--- config.mk ---
export PLATFORM = sky130hd
export DESIGN_NAME = fp_div_sequencer_flat
export DESIGN_NICKNAME = d
export VERILOG_FILES = /design/src/rtl/fp_div_sequencer_if.sv /design/src/rtl/fp_div_sequencer.sv /design/src/flat_wrapper.sv
export SDC_FILE = /design/constraint.sdc
export NUM_CORES = 1
export LEC_CHECK = 0
export CAP_MARGIN = 15
export CORE_MARGIN = 2
export CORE_UTILIZATION = 45
export CTS_BUF_LIST = sky130_fd_sc_hd__clkbuf_8 sky130_fd_sc_hd__clkbuf_16
export CTS_CLUSTER_SIZE = 8
export DETAILED_ROUTE_END_ITERATION = 8
export GPL_TIMING_DRIVEN = 0
export PLACE_DENSITY = 0.86
export RECOVER_POWER = 100
export SLEW_MARGIN = 20
export SYNTH_ARGS = -nofsm -noshare
export SYNTH_HDL_FRONTEND = slang
export SYNTH_SLANG_ARGS = --single-unit
--- constraint.sdc ---
create_clock -name clk -period 3.62 [get_ports clk]
set_input_delay 0.543 -clock clk [delete_from_list [all_inputs] [get_ports clk]]
set_output_delay 0.543 -clock clk [all_outputs]
set_load 0.01 [all_outputs]
--- src/rtl/fp_div_sequencer_if.sv ---
// Issue and write-back handshake between the FP pipeline and fp_div_sequencer.
interface fp_div_sequencer_if #(
    parameter int unsigned REG_ADDR_W = 5
);
    logic                  start;
    logic [31:0]           op_a;
    logic [31:0]           op_b;
    logic [REG_ADDR_W-1:0] dest_reg;
    logic                  flush;
    logic                  busy;
    logic                  wb_en;
    logic [REG_ADDR_W-1:0] wb_reg;
    logic [31:0]           wb_data;

    modport master (
        output start, op_a, op_b, dest_reg, flush,
        input  busy, wb_en, wb_reg, wb_data
    );

    modport slave (
        input  start, op_a, op_b, dest_reg, flush,
        output busy, wb_en, wb_reg, wb_data
    );
endinterface

--- src/rtl/fp_div_sequencer.sv ---
// Issue/write-back sequencer around a combinational FP divider treated as a LATENCY-cycle multicycle path.
// Define FP_DIV_SEQ_PERF_EN to add the div_count/flush_count performance counters and perf_clear.
module fp_div_sequencer #(
    parameter int unsigned LATENCY    = 4,
    parameter int unsigned REG_ADDR_W = 5
) (
    input  logic              clk,
    input  logic              rst_n,
    fp_div_sequencer_if.slave issue,
    output logic [31:0]       div_a,
    output logic [31:0]       div_b,
    input  logic [31:0]       div_result,
    input  logic              div_dz,
    input  logic              div_ov,
    input  logic              div_uf,
    output logic              sticky_dz,
    output logic              sticky_ov,
    output logic              sticky_uf,
    input  logic              flag_clear
`ifdef FP_DIV_SEQ_PERF_EN
    ,
    input  logic              perf_clear,
    output logic [31:0]       div_count,
    output logic [31:0]       flush_count
`endif
);
    localparam int unsigned DATA_W = 32;
    localparam int unsigned CNT_W  = 4;
    localparam int unsigned FLAG_W = 3;
    localparam logic [CNT_W-1:0] CNT_LOAD = CNT_W'(LATENCY - 1);

    typedef enum logic [1:0] {IDLE, WAIT, WB} state_t;

    state_t                state_q, state_d;
    logic [CNT_W-1:0]      cnt_q, cnt_d;
    logic [DATA_W-1:0]     div_a_q, div_a_d;
    logic [DATA_W-1:0]     div_b_q, div_b_d;
    logic [DATA_W-1:0]     wb_data_q, wb_data_d;
    logic [REG_ADDR_W-1:0] wb_reg_q, wb_reg_d;
    logic                  busy_q, busy_d;
    logic                  wb_en_q, wb_en_d;
    logic [FLAG_W-1:0]     pend_q, pend_d;
    logic [FLAG_W-1:0]     sticky_q, sticky_d;

    // State and datapath registers.
    always_ff @(posedge clk or negedge rst_n) begin
        if (!rst_n) begin
            state_q   <= IDLE;
            cnt_q     <= '0;
            div_a_q   <= '0;
            div_b_q   <= '0;
            wb_data_q <= '0;
            wb_reg_q  <= '0;
            busy_q    <= 1'b0;
            wb_en_q   <= 1'b0;
            pend_q    <= '0;
            sticky_q  <= '0;
        end else begin
            state_q   <= state_d;
            cnt_q     <= cnt_d;
            div_a_q   <= div_a_d;
            div_b_q   <= div_b_d;
            wb_data_q <= wb_data_d;
            wb_reg_q  <= wb_reg_d;
            busy_q    <= busy_d;
            wb_en_q   <= wb_en_d;
            pend_q    <= pend_d;
            sticky_q  <= sticky_d;
        end
    end

    // Next-state and next-output logic; the WB-cycle OR overrides a coincident clear.
    always_comb begin
        state_d   = state_q;
        cnt_d     = cnt_q;
        div_a_d   = div_a_q;
        div_b_d   = div_b_q;
        wb_data_d = wb_data_q;
        wb_reg_d  = wb_reg_q;
        busy_d    = busy_q;
        wb_en_d   = 1'b0;
        pend_d    = pend_q;
        sticky_d  = flag_clear ? '0 : sticky_q;

        unique case (state_q)
            IDLE: begin
                if (issue.start && !issue.flush) begin
                    div_a_d  = issue.op_a;
                    div_b_d  = issue.op_b;
                    wb_reg_d = issue.dest_reg;
                    cnt_d    = CNT_LOAD;
                    busy_d   = 1'b1;
                    state_d  = WAIT;
                end
            end
            WAIT: begin
                if (issue.flush) begin
                    cnt_d   = '0;
                    pend_d  = '0;
                    busy_d  = 1'b0;
                    state_d = IDLE;
                end else if (cnt_q != '0) begin
                    cnt_d = cnt_q - CNT_W'(1);
                end else begin
                    wb_data_d = div_result;
                    pend_d    = {div_dz, div_ov, div_uf};
                    wb_en_d   = 1'b1;
                    state_d   = WB;
                end
            end
            WB: begin
                sticky_d = sticky_d | pend_q;
                pend_d   = '0;
                busy_d   = 1'b0;
                state_d  = IDLE;
            end
            default: begin
                state_d = IDLE;
            end
        endcase
    end

    assign div_a         = div_a_q;
    assign div_b         = div_b_q;
    assign issue.busy    = busy_q;
    assign issue.wb_en   = wb_en_q;
    assign issue.wb_reg  = wb_reg_q;
    assign issue.wb_data = wb_data_q;
    assign sticky_dz     = sticky_q[2];
    assign sticky_ov     = sticky_q[1];
    assign sticky_uf     = sticky_q[0];

`ifdef FP_DIV_SEQ_PERF_EN
    logic [31:0] div_count_q, flush_count_q;

    // Completion and squash counters; perf_clear beats a same-cycle increment.
    always_ff @(posedge clk or negedge rst_n) begin
        if (!rst_n) begin
            div_count_q   <= '0;
            flush_count_q <= '0;
        end else if (perf_clear) begin
            div_count_q   <= '0;
            flush_count_q <= '0;
        end else begin
            if (state_q == WB) begin
                div_count_q <= div_count_q + 32'd1;
            end
            if ((state_q == WAIT) && issue.flush) begin
                flush_count_q <= flush_count_q + 32'd1;
            end
        end
    end

    assign div_count   = div_count_q;
    assign flush_count = flush_count_q;
`endif
endmodule

--- src/flat_wrapper.sv ---
// flat-port wrapper written by rule: the top's interface ports become plain ports
module fp_div_sequencer_flat 
#(
    parameter int unsigned LATENCY    = 4,
    parameter int unsigned REG_ADDR_W = 5
)
  (clk, rst_n, div_a, div_b, div_result, div_dz, div_ov, div_uf, sticky_dz, sticky_ov, sticky_uf, flag_clear, issue_start, issue_op_a, issue_op_b, issue_dest_reg, issue_flush, issue_busy, issue_wb_en, issue_wb_reg, issue_wb_data);
  fp_div_sequencer_if #(.REG_ADDR_W(REG_ADDR_W)) issue_i ();
  input  logic clk;
  input  logic rst_n;
  output logic [31:0] div_a;
  output logic [31:0] div_b;
  input  logic [31:0] div_result;
  input  logic div_dz;
  input  logic div_ov;
  input  logic div_uf;
  output logic sticky_dz;
  output logic sticky_ov;
  output logic sticky_uf;
  input  logic flag_clear;
  input wire logic [$bits(issue_i.start)-1:0] issue_start;
  input wire logic [$bits(issue_i.op_a)-1:0] issue_op_a;
  input wire logic [$bits(issue_i.op_b)-1:0] issue_op_b;
  input wire logic [$bits(issue_i.dest_reg)-1:0] issue_dest_reg;
  input wire logic [$bits(issue_i.flush)-1:0] issue_flush;
  output wire logic [$bits(issue_i.busy)-1:0] issue_busy;
  output wire logic [$bits(issue_i.wb_en)-1:0] issue_wb_en;
  output wire logic [$bits(issue_i.wb_reg)-1:0] issue_wb_reg;
  output wire logic [$bits(issue_i.wb_data)-1:0] issue_wb_data;
  assign issue_i.start = issue_start;
  assign issue_i.op_a = issue_op_a;
  assign issue_i.op_b = issue_op_b;
  assign issue_i.dest_reg = issue_dest_reg;
  assign issue_i.flush = issue_flush;
  assign issue_busy = issue_i.busy;
  assign issue_wb_en = issue_i.wb_en;
  assign issue_wb_reg = issue_i.wb_reg;
  assign issue_wb_data = issue_i.wb_data;
  fp_div_sequencer #(.LATENCY(LATENCY), .REG_ADDR_W(REG_ADDR_W)) u_core (.clk(clk), .rst_n(rst_n), .issue(issue_i), .div_a(div_a), .div_b(div_b), .div_result(div_result), .div_dz(div_dz), .div_ov(div_ov), .div_uf(div_uf), .sticky_dz(sticky_dz), .sticky_ov(sticky_ov), .sticky_uf(sticky_uf), .flag_clear(flag_clear));
endmodule
==> results.sh <==
export IMPL_outcome="completed"
export IMPL_cts_made_buffers=17
export IMPL_max_freq_ghz=0.396
export IMPL_switchingPower_mw=1.78
export IMPL_ctsResizeCount=0
export IMPL_diodes=0
export IMPL_finalSetupTns_ns=0
export IMPL_period_share_pct=69.7
export IMPL_clk_pin_slew_ns=0.06
export IMPL_synth_compound_area_share_pct=2.61
export IMPL_avgViaCountPerCell=4.77
export IMPL_grt_max_degree=60
export IMPL_reg2reg_depth=7
export IMPL_grt_overflow=0
export IMPL_fp_dieW_um=106
export IMPL_die_y_um=106
export IMPL_p_total_mw=5.98
export IMPL_post_place_ws_ns=1.29
export IMPL_drc_errors=0
export IMPL_critPathArrivalTime_ns=2.91
export IMPL_routed_wl_um=11300
export IMPL_drive_gt1_share_pct=20.7
export IMPL_antenna_found_initial=0
export IMPL_syn_num_nets=402
export IMPL_critPathMaxFanout=10
export IMPL_hold_worst_slack_ns=0.479
export IMPL_min_from="u_core.issue.wb_data[5]$_DFFE_PN0P_"
export IMPL_worst_pin_slew_ns=1.45
export IMPL_slew_headroom_pct=3.15
export IMPL_synth_seq_cells=115
export IMPL_cap_violations=0
export IMPL_core_area_um2=10200
export IMPL_holdBufCountCts=1
export IMPL_crit_path_end_kind="flop"
export IMPL_drt_initial_drc_count=98
export IMPL_use_met2_pct=35.8
export IMPL_grt_use_met3_pct=8.97
export IMPL_skew_ns=0.00501
export IMPL_synthAdderAreaFrac_pct=1.62
export IMPL_fin_crit_ns=2.52
export IMPL_synthesis_area_um2=4650
export IMPL_clock_latency_ns=0.51
export IMPL_hold_path_end="u_core.issue.wb_data[5]$_DFFE_PN0P_"
export IMPL_synth_top_family_by_area="multiplexers"
export IMPL_area_growth_pct=59.7
export IMPL_synth_distinct_cells=29
export IMPL_timing_rr_end="u_core.issue.wb_data[13]$_DFFE_PN0P_"
export IMPL_power_density_nw_per_um2=806
export IMPL_wire_per_inst_um=16.9
export IMPL_postLayoutCoreUtil_pct=72.9
export IMPL_power_frac_seq_pct=36.4
export IMPL_cts_tree="built"
export IMPL_final_setup_viol_count=0
export IMPL_total_leakage_power_nw=3.26
export IMPL_ys_seq_area_share_pct=61.9
export IMPL_synthXorXnorAreaFrac_pct=0
export IMPL_drtAntennaViolNets=0
export IMPL_dieArea_um2=11200
export IMPL_cp_cell_sequence="inv_1, ha_1, or3b_1, clkbuf_1, nor2_1, buf_12, mux2_1"
export IMPL_clock_path_buffers=2
export IMPL_critical_path_top_delay_family="simple AND/OR/NAND/NOR gates"
export IMPL_slew_violations=0
export IMPL_netSwitchingFraction_pct=29.7
export IMPL_post_cts_buffers=0
export IMPL_hold_depth=1
export IMPL_setup_slack_ns=1.10
export IMPL_num_io_pins=215
export IMPL_rows=37
export IMPL_grt_usage_pct=21.3
export IMPL_grt_use_met1_pct=24.5
export IMPL_p_int_mw=4.21
export IMPL_drtPass1Iterations=4
export IMPL_worst_path_largest_cell_delay_ns=0.71
export IMPL_portBuffers=214
export IMPL_vias=3200
export IMPL_cts_root_buf="clkbuf_8"
export IMPL_startpoint_type="flop"
export IMPL_busiest_layer="met2"
export IMPL_final_hold_viol_count=0
export IMPL_reg2reg_slack_ns=1.10
export IMPL_slowest_stage="nor2_1"
export IMPL_cp_num_buf_inv=3
export IMPL_grt_pass1_wl_um=18100
export IMPL_yosys_warnings=0
export IMPL_synth_area_mux_share_pct=28.1
export IMPL_syn_avg_cell_area_um2=16.2
export IMPL_placed_cells=638
export IMPL_hp_class="reg2reg"
export IMPL_cp_depth=7
export IMPL_synthSimpleGateAreaFrac_pct=2.42
export IMPL_final_area_um2=7420
export IMPL_peakVddDrop_mv=0.517
export IMPL_gp_congestion=0.774
export IMPL_required_ns=4.00
export IMPL_initial_core_util_pct=45.6
export IMPL_place_area_um2=6990
export IMPL_r2r_start="u_core.cnt_q[0]$_DFFE_PN0P_"
export IMPL_clkPwrFrac_pct=26.3
export IMPL_dpl_hpwl_um=8370
export IMPL_fin_nets=637
export IMPL_synthCells=287
export IMPL_stdcell_count=671
export IMPL_combPwrFrac_pct=37.3
export IMPL_crit_type="reg2reg"
export IMPL_cts_sinks=115
export IMPL_fill_cells=722
export IMPL_cts_max_level=4
export IMPL_rsz0062_at_grt="false"
export IMPL_grt_pass1_vias=3551
## cells by family after synthesis
group,count (synthesis)
multiplexers,107
AO/OA/AOI/OAI,17
flip-flops,115
adder cells (fa/ha/maj),6
buffers and inverters,24
AND/OR/NAND/NOR,18
## power groups by stage
stage | registers [mW] | logic, mW | clock network, mW
floorplan | 2.47 | 0.837 | 0
global placement | 2.18 | 2.53 | 0
detailed placement | 2.22 | 2.59 | 0
CTS | 2.22 | 2.61 | 1.61
global route | 2.26 | 2.39 | 1.67
finish | 2.18 | 2.23 | 1.58
## metal layers
layer  part of all wire, %  vias up  routed length [um]
met1                    38     1579                4330
met4                   1.8        0                 208
li1                      -     1475                   -
met3                   7.9       16                 894
met2                    52      130                5900
met5                     0        -                   0
## worst register-to-register path, cell delays in order (launching register included)
cell      delay (ns)
dfrtp_1         0.40
inv_1           0.09
ha_1            0.13
or3b_1          0.34
clkbuf_1        0.17
nor2_1          0.71
buf_12          0.23
mux2_1          0.34
## layout by cell type, fill, tap and decap left out, drive strengths merged, types with 5 or more instances in the layout
cell / netlist / final
inv: 11 / 12
o21ai: 5 / 5
clkdlybuf4s50: 0 / 107
nand2: 7 / 7
mux2: 103 / 103
clkinv: 0 / 7
dfrtp: 115 / 115
dlygate4sd3: 0 / 107
ha: 6 / 6
clkbuf: 1 / 29
## cells in the mapped netlist (all sizes together)
cell type	instances	share of area, %
buf	12	2.4
dfrtp	115	62
nand2	7	0.57
a21bo	1	0.22
o2bb2ai	4	0.75
mux2	103	27
and3b	1	0.19
nor2	2	0.51
a211oi	1	0.16
mux2i	4	0.86
nand2b	2	0.27
a21oi	2	0.22
a21o	1	0.16
nor2b	2	0.27
a22oi	1	0.16
or3b	1	0.19
clkbuf	1	0.081
or3	2	0.27
nand3b	1	0.16
o21ai	5	0.54
o22ai	2	0.40
ha	6	1.6
inv	11	0.89
## how the worst max path moves through the flow
stage                                        from                                   end  slack [ns]
2_1_floorplan         u_core.cnt_q[0]$_DFFE_PN0P_  u_core.issue.wb_data[10]$_DFFE_PN0P_        1.82
3_3_place_gp                                rst_n   u_core.issue.wb_data[7]$_DFFE_PN0P_       -2.17
3_5_place_dp                          issue_flush          u_core.div_a[20]$_DFFE_PN0P_        1.29
4_1_cts        u_core.issue.wb_reg[4]$_DFFE_PN0P_                       issue_wb_reg[4]        1.58
5_1_grt               u_core.cnt_q[0]$_DFFE_PN0P_  u_core.issue.wb_data[13]$_DFFE_PN0P_        0.93
6_report              u_core.cnt_q[0]$_DFFE_PN0P_  u_core.issue.wb_data[13]$_DFFE_PN0P_        1.10
## layout make-up
class | instances | area [um^2] | share of cell area [%]
inverter | 11 | 41.3 | 0.556
clock inverter | 14 | 140 | 1.89
buffer | 13 | 97.6 | 1.31
timing repair buffer | 216 | 2170 | 29.3
clock buffer | 18 | 428 | 5.76
tap | 136 | 170 | 2.29
sequential | 115 | 2880 | 38.8
multi-input combinational | 148 | 1490 | 20.1
Note: power is estimated with default switching activity, not from simulation.
